$ cat config.mk
export PLATFORM = sky130hd
export DESIGN_NAME = decoder_5to32_sync_flat
export DESIGN_NICKNAME = d
export VERILOG_FILES = /design/src/rtl/decoder_5to32_sync_if.sv /design/src/rtl/decoder_5to32_sync.sv /design/src/flat_wrapper.sv
export SDC_FILE = /design/constraint.sdc
export NUM_CORES = 1
export LEC_CHECK = 0
export CAP_MARGIN = 10
export CORE_ASPECT_RATIO = 1.75
export CORE_MARGIN = 2
export CORE_UTILIZATION = 30
export DETAILED_ROUTE_END_ITERATION = 6
export GPL_TIMING_DRIVEN = 0
export PLACE_DENSITY_LB_ADDON = 0.3
export RECOVER_POWER = 25
export SETUP_SLACK_MARGIN = 0.1
export SKIP_CTS_REPAIR_TIMING = 1
export SLEW_MARGIN = 10
export SYNTH_ARGS = -nofsm -noshare
export SYNTH_HDL_FRONTEND = slang
export SYNTH_SLANG_ARGS = --single-unit
$ cat constraint.sdc
create_clock -name clk -period 1 [get_ports clk]
set_input_delay 0.2 -clock clk [delete_from_list [all_inputs] [get_ports clk]]
set_output_delay 0.2 -clock clk [all_outputs]
set_load 0.01 [all_outputs]
$ cat src/rtl/decoder_5to32_sync_if.sv
// Select bus for the registered 5-to-32 decoder.
// The master drives the register index and enable; the slave (the decoder)
// returns the 32 one-hot select lines, Y31 down to Y0.
interface decoder_5to32_sync_if;
  logic       Y31, Y30, Y29, Y28, Y27, Y26, Y25, Y24;
  logic       Y23, Y22, Y21, Y20, Y19, Y18, Y17, Y16;
  logic       Y15, Y14, Y13, Y12, Y11, Y10, Y9,  Y8;
  logic       Y7,  Y6,  Y5,  Y4,  Y3,  Y2,  Y1,  Y0;
  logic [4:0] I;
  logic       En;

  // Index source side (datapath control)
  modport master (
    input  Y31, Y30, Y29, Y28, Y27, Y26, Y25, Y24,
    input  Y23, Y22, Y21, Y20, Y19, Y18, Y17, Y16,
    input  Y15, Y14, Y13, Y12, Y11, Y10, Y9,  Y8,
    input  Y7,  Y6,  Y5,  Y4,  Y3,  Y2,  Y1,  Y0,
    output I,
    output En
  );

  // Decoder side
  modport slave (
    output Y31, Y30, Y29, Y28, Y27, Y26, Y25, Y24,
    output Y23, Y22, Y21, Y20, Y19, Y18, Y17, Y16,
    output Y15, Y14, Y13, Y12, Y11, Y10, Y9,  Y8,
    output Y7,  Y6,  Y5,  Y4,  Y3,  Y2,  Y1,  Y0,
    input  I,
    input  En
  );
endinterface

$ cat src/rtl/decoder_5to32_sync.sv
// Registered 5-to-32 one-hot decoder for register-file select.
// Selects are flopped on clk, so every output has exactly one cycle of
// latency from I/En and there is no combinational path from inputs to Y.
// A synchronous reset clears all selects and overrides En and I.
module decoder_5to32_sync (
  decoder_5to32_sync_if.slave bus,
  input  logic                clk,
  input  logic                rst
);

  logic [31:0] sel_d;
  logic [31:0] sel_q;

  // Next-state decode: a single bit set at the index when enabled, else none.
  always_comb begin
    sel_d = '0;
    if (bus.En) begin
      sel_d[bus.I] = 1'b1;
    end
  end

  // Select register; reset wins over any decode so X on I/En cannot survive it.
  always_ff @(posedge clk) begin
    if (rst) begin
      sel_q <= '0;
    end else begin
      sel_q <= sel_d;
    end
  end

  assign bus.Y0  = sel_q[0];
  assign bus.Y1  = sel_q[1];
  assign bus.Y2  = sel_q[2];
  assign bus.Y3  = sel_q[3];
  assign bus.Y4  = sel_q[4];
  assign bus.Y5  = sel_q[5];
  assign bus.Y6  = sel_q[6];
  assign bus.Y7  = sel_q[7];
  assign bus.Y8  = sel_q[8];
  assign bus.Y9  = sel_q[9];
  assign bus.Y10 = sel_q[10];
  assign bus.Y11 = sel_q[11];
  assign bus.Y12 = sel_q[12];
  assign bus.Y13 = sel_q[13];
  assign bus.Y14 = sel_q[14];
  assign bus.Y15 = sel_q[15];
  assign bus.Y16 = sel_q[16];
  assign bus.Y17 = sel_q[17];
  assign bus.Y18 = sel_q[18];
  assign bus.Y19 = sel_q[19];
  assign bus.Y20 = sel_q[20];
  assign bus.Y21 = sel_q[21];
  assign bus.Y22 = sel_q[22];
  assign bus.Y23 = sel_q[23];
  assign bus.Y24 = sel_q[24];
  assign bus.Y25 = sel_q[25];
  assign bus.Y26 = sel_q[26];
  assign bus.Y27 = sel_q[27];
  assign bus.Y28 = sel_q[28];
  assign bus.Y29 = sel_q[29];
  assign bus.Y30 = sel_q[30];
  assign bus.Y31 = sel_q[31];

endmodule

$ cat src/flat_wrapper.sv
// flat-port wrapper written by rule: the top's interface ports become plain ports
module decoder_5to32_sync_flat 
  (clk, rst, bus_Y31, bus_Y30, bus_Y29, bus_Y28, bus_Y27, bus_Y26, bus_Y25, bus_Y24, bus_Y23, bus_Y22, bus_Y21, bus_Y20, bus_Y19, bus_Y18, bus_Y17, bus_Y16, bus_Y15, bus_Y14, bus_Y13, bus_Y12, bus_Y11, bus_Y10, bus_Y9, bus_Y8, bus_Y7, bus_Y6, bus_Y5, bus_Y4, bus_Y3, bus_Y2, bus_Y1, bus_Y0, bus_I, bus_En);
  decoder_5to32_sync_if bus_i ();
  input  logic clk;
  input  logic rst;
  output wire logic [$bits(bus_i.Y31)-1:0] bus_Y31;
  output wire logic [$bits(bus_i.Y30)-1:0] bus_Y30;
  output wire logic [$bits(bus_i.Y29)-1:0] bus_Y29;
  output wire logic [$bits(bus_i.Y28)-1:0] bus_Y28;
  output wire logic [$bits(bus_i.Y27)-1:0] bus_Y27;
  output wire logic [$bits(bus_i.Y26)-1:0] bus_Y26;
  output wire logic [$bits(bus_i.Y25)-1:0] bus_Y25;
  output wire logic [$bits(bus_i.Y24)-1:0] bus_Y24;
  output wire logic [$bits(bus_i.Y23)-1:0] bus_Y23;
  output wire logic [$bits(bus_i.Y22)-1:0] bus_Y22;
  output wire logic [$bits(bus_i.Y21)-1:0] bus_Y21;
  output wire logic [$bits(bus_i.Y20)-1:0] bus_Y20;
  output wire logic [$bits(bus_i.Y19)-1:0] bus_Y19;
  output wire logic [$bits(bus_i.Y18)-1:0] bus_Y18;
  output wire logic [$bits(bus_i.Y17)-1:0] bus_Y17;
  output wire logic [$bits(bus_i.Y16)-1:0] bus_Y16;
  output wire logic [$bits(bus_i.Y15)-1:0] bus_Y15;
  output wire logic [$bits(bus_i.Y14)-1:0] bus_Y14;
  output wire logic [$bits(bus_i.Y13)-1:0] bus_Y13;
  output wire logic [$bits(bus_i.Y12)-1:0] bus_Y12;
  output wire logic [$bits(bus_i.Y11)-1:0] bus_Y11;
  output wire logic [$bits(bus_i.Y10)-1:0] bus_Y10;
  output wire logic [$bits(bus_i.Y9)-1:0] bus_Y9;
  output wire logic [$bits(bus_i.Y8)-1:0] bus_Y8;
  output wire logic [$bits(bus_i.Y7)-1:0] bus_Y7;
  output wire logic [$bits(bus_i.Y6)-1:0] bus_Y6;
  output wire logic [$bits(bus_i.Y5)-1:0] bus_Y5;
  output wire logic [$bits(bus_i.Y4)-1:0] bus_Y4;
  output wire logic [$bits(bus_i.Y3)-1:0] bus_Y3;
  output wire logic [$bits(bus_i.Y2)-1:0] bus_Y2;
  output wire logic [$bits(bus_i.Y1)-1:0] bus_Y1;
  output wire logic [$bits(bus_i.Y0)-1:0] bus_Y0;
  input wire logic [$bits(bus_i.I)-1:0] bus_I;
  input wire logic [$bits(bus_i.En)-1:0] bus_En;
  assign bus_Y31 = bus_i.Y31;
  assign bus_Y30 = bus_i.Y30;
  assign bus_Y29 = bus_i.Y29;
  assign bus_Y28 = bus_i.Y28;
  assign bus_Y27 = bus_i.Y27;
  assign bus_Y26 = bus_i.Y26;
  assign bus_Y25 = bus_i.Y25;
  assign bus_Y24 = bus_i.Y24;
  assign bus_Y23 = bus_i.Y23;
  assign bus_Y22 = bus_i.Y22;
  assign bus_Y21 = bus_i.Y21;
  assign bus_Y20 = bus_i.Y20;
  assign bus_Y19 = bus_i.Y19;
  assign bus_Y18 = bus_i.Y18;
  assign bus_Y17 = bus_i.Y17;
  assign bus_Y16 = bus_i.Y16;
  assign bus_Y15 = bus_i.Y15;
  assign bus_Y14 = bus_i.Y14;
  assign bus_Y13 = bus_i.Y13;
  assign bus_Y12 = bus_i.Y12;
  assign bus_Y11 = bus_i.Y11;
  assign bus_Y10 = bus_i.Y10;
  assign bus_Y9 = bus_i.Y9;
  assign bus_Y8 = bus_i.Y8;
  assign bus_Y7 = bus_i.Y7;
  assign bus_Y6 = bus_i.Y6;
  assign bus_Y5 = bus_i.Y5;
  assign bus_Y4 = bus_i.Y4;
  assign bus_Y3 = bus_i.Y3;
  assign bus_Y2 = bus_i.Y2;
  assign bus_Y1 = bus_i.Y1;
  assign bus_Y0 = bus_i.Y0;
  assign bus_i.I = bus_I;
  assign bus_i.En = bus_En;
  decoder_5to32_sync u_core (.bus(bus_i), .clk(clk), .rst(rst));
endmodule
=== Yosys cells after proc, flatten, opt, wreduce, memory -nomap -nowiden ===
Cells that the tools add are included.

* Flip-flop bits (word level): 32
* Input port bits: 8
* Output and inout bits: 32
* Word-level logic and storage cells: 8

* $lt $le $gt $ge: 2
* Muxes and demuxes: 2
* Bitwise operators: 1
* Reductions and logical operators: 2

{| class="wikitable"
|+ Operators by type and width
! operator !! count
|-
| < comparator 5 x 6 -> 1 bit, second input constant || 1
|-
| demux 1 bit (select 5 bit) || 1
|-
| greater-or-equal comparator 5 x 1 -> 1 bit, second input constant || 1
|-
| OR reduction 2 bit || 1
|-
| logical AND 1 bit || 1
|-
| two-way mux 1 bit || 1
|-
| NOT 1 bit || 1
|}

=== Depth between registers and ports, before layout ===
Gate-level depths: netlist (run 1).

* Word-level depth: 4
* Mapped depth: 3
* Mapped depth without buffers: 2

=== Worst setup path before layout (run 1) ===
OpenSTA, ideal clock, no wires.

* Path type: in2reg
* From: input port bus_I[1]
* To: register u_core.sel_q[12]
* Library setup time: 64 ps
* Arrival time: 965 ps
* Required time: 936 ps
* Path slack: -29 ps
* Stages: 3
* Path buffers: 1
* Path through: or4b_1 buf_6 nor2_2

* Word-level cells in the longest chain between the ends: 4
* Elaborated cells between the ends (all ways): 5
* Those cells by class: order compare: 2; mux: 2; reduce/logical: 1

{| class="wikitable"
|+ RTL lines
! what !! line !! source
|-
| start, declared || flat_wrapper.sv:39 || <nowiki>input wire logic [$bits(bus_i.I)-1:0] bus_I;</nowiki>
|-
| < comparator 5 x 6 -> 1 bit (implied by the code) or greater-or-equal comparator 5 x 1 -> 1 bit (tied branches) || decoder_5to32_sync.sv:18 || <nowiki>sel_d[bus.I] = 1'b1;</nowiki>
|-
| logical AND 1 bit (implied by the code) || decoder_5to32_sync.sv:18 ||
|-
| two-way mux 1 bit (implied by the code) || decoder_5to32_sync.sv:18 ||
|-
| demux 1 bit (select 5 bit) (*) || n/a ||
|-
| end signal, assigned || decoder_5to32_sync.sv:27 || <nowiki>sel_q <= sel_d;</nowiki>
|-
| end, declared || decoder_5to32_sync.sv:12 || <nowiki>logic [31:0] sel_q;</nowiki>
|}

Mark *: on every way between the ends. The rest lies on a longest branch, timed or not.
A chain may end at the register's enable or synchronous reset.

=== Worst setup path after layout (run 1) ===
* From: register u_core.sel_q[21]
* To: output port bus_Y21

{| class="wikitable"
|+ RTL lines
! what !! line !! source
|-
| end, declared || flat_wrapper.sv:17 || <nowiki>output wire logic [$bits(bus_i.Y21)-1:0] bus_Y21;</nowiki>
|}

No word-level cell between the ends.

==> qor.txt, run 1 <==
Slowest Stage Delay on Critical Path = 0.31 ns
Final Hold Vio Count = 0
Worst Setup End Kind = primary output
Max FFs per register = 32
Die H = 76.5 µm
Final Cell Area = 1290 µm²
Ys Warns = 0
Cells after synthesis = 79
Internal power = 1.93 mW
DIE AREA = 3470 µm²
CP top delay family = flip-flops
Antenna violations before repair = 0
Slew @ Worst Pin = 0.386 ns
Final setup viols = 0
CTS Sinks = 32
Hold_ws = 0.363 ns
Ranking of synthesized cells by area = dfxtp_1 71%, nor2_1 10%, nor2_2 5.6%, or3b_1 2.9%, nand3b_1 2.5%
Avg Vias per Cell = 4.46
Post-DRT Antenna Nets = 0
Top-count cell post-synth = dfxtp_1
Post-Syn Area = 901 µm²
Root Buffer = clkbuf_8
Ratio of cells with drive above 1 in the final layout = 0.424
Largest regs = u_core.sel_q (32)
Area growth, synth to finish = 42.8%
Sequential element share of the synthesized area = 0.711
# port buffers = 39
GP Congestion = 0.649
Total CTS buffers = 5
Drt total wl = 1.84 mm
Wirelength per Cell = 12.0 µm
Post-synthesis cell type count = 12
Met2 usage = 0.189
Fmax = 1100 MHz
Crit-path max FO = 1
Asr flop ratio synth = 0
Die span in x = 45.4 µm
Post-layout min period = 0.912 ns
CP Cell Sequence = buf_2
Total gr overflow = 0
Pwr Density = 1870 nW/µm²
Flops & latches, synth = 32
Max-cap viol count = 0
Endpoint required time on the critical path = 0.80 ns
Setup CP Type = register to primary output
Hold-critical path depth = 3
Post-synth top cells = 32 x dfxtp_1, 24 x nor2_1, 8 x nor2_2
Switch share = 0.195
# DRC = 0
Synth top area share = 0.711
Crit path launch type = register
Switching Power = 468 µW
First-pass GRT wire length = 2.66 mm
Global Route Usage Sum = 0.111
Busiest grt layer = met2
P_leak = 0.598 nW
Crit-path slowest cell = dfxtp_1
Syn avg cell area = 11.4 µm²
CTS H-Tree Depth = 2
Post-synth top area cell = dfxtp_1
Cell Area, Placed = 1330 µm²
Combinational power share = 0.040
Unrepaired setup endpoints after global routing = yes
Crit path DAT = 0.71 ns
Rows = 26
Final HPWL DP = 1.29 mm
Net Count, Synth = 87
GR met1 Demand/Resource = 0.0893
Clock Power Share = 0.425
VDD IR-drop max = 0.000884 V
Initial DRC count = 13
Setup_tns = 0 ns
Pre-CTS setup slack = -0.500 ns
Pin count of the biggest net entering global routing = 10
Core area = 2900 µm²
Vias in the first global route = 634
Primary FF master, synth = dfxtp_1
Max Slew Vio Count = 0
PnR worst setup slack = 0.0883 ns
Starting Density = 0.311
Worst-path clk slew = 0.06 ns
Cell count along the critical path = 1
TritonRoute pass-1 iters = 4
EDFF count, synth = 0
Slew margin rel. = 0.741
WP buf/inv = 1
GR Util met3 = 0.0498
Min-Delay Path Class = input pin to register
Overall via count from detail_route = 683
Max clock buf depth = 2
TritonCTS clock tree = built
Number of diodes = 0
Fin crit share = 0.912
Most flops, register = u_core.sel_q
Nets = 133
IO Count = 40
Flop pwr share = 0.535
Status = completed
==> layer usage <==
metal | routed length (µm) | share of wire
met2 | 1000 | 0.54
met5 | 0 | 0
met1 | 679 | 0.37
met4 | 47 | 0.026
met3 | 113 | 0.061
==> cell type report <==
class / instances / area (µm²)
buffer: 3 / 27.5
timing repair buffer: 39 / 233
tap: 28 / 35.0
fill: 293 / 1610
clock buffer: 7 / 96.3
sequential: 32 / 644
multi-input combinational: 44 / 250
==> worst paths after layout <==
kind                                           to                        start  slack (ns)
worst max-delay path                      bus_Y21  u_core.sel_q[21]$_SDFF_PP0_        0.09
worst min-delay path  u_core.sel_q[28]$_SDFF_PP0_                     bus_I[3]        0.36
==> power groups by stage <==
stage	logic, mW	registers, mW	clock network [mW]
6_report	0.0962	1.28	1.02
5_1_grt	0.104	1.28	1.10
4_1_cts	0.111	1.28	1.05
3_5_place_dp	0.110	1.31	0
3_3_place_gp	0.108	1.31	0
2_1_floorplan	0.0416	1.32	0
==> metrics by stage <==
step                std cells  power, mW   util
detailed placement        146       1.42  0.459
floorplan                  79       1.36      -
finish                    153       2.40  0.444
global route              153       2.49  0.444
CTS                       153       2.44  0.493
global placement          146       1.42  0.459
==> placed cells by master, fill, tap and decap left out <==
master	count
nor2_2	7
buf_2	28
or3b_1	3
dfxtp_2	3
or3_1	1
nor2_1	24
dlymetal6s2s_1	3
buf_6	3
dfxtp_1	29
clkbuf_2	2
clkbuf_1	5
buf_12	1
nand3b_1	3
clkbuf_8	7
nand4bb_1	2
nand3_1	1
or4b_4	1
nand4b_1	1
nor2_4	1
==> logic make-up (layout without fill, tap and decap cells) <==
logic type / count (synthesis) / after routing / synth area share
flops: 32 / 32 / 0.711
simple gates: 44 / 44 / 0.268
buf+inv: 3 / 49 / 0.0208
(Power assumes the default switching activity.)
==> run 2, diff against run 1 <==
CTS_BUF_LIST = sky130_fd_sc_hd__clkbuf_4 sky130_fd_sc_hd__clkbuf_8   (was unset)
==> results of run 2 <==
Final layout, timing and power as in run 1 (identical DEF).
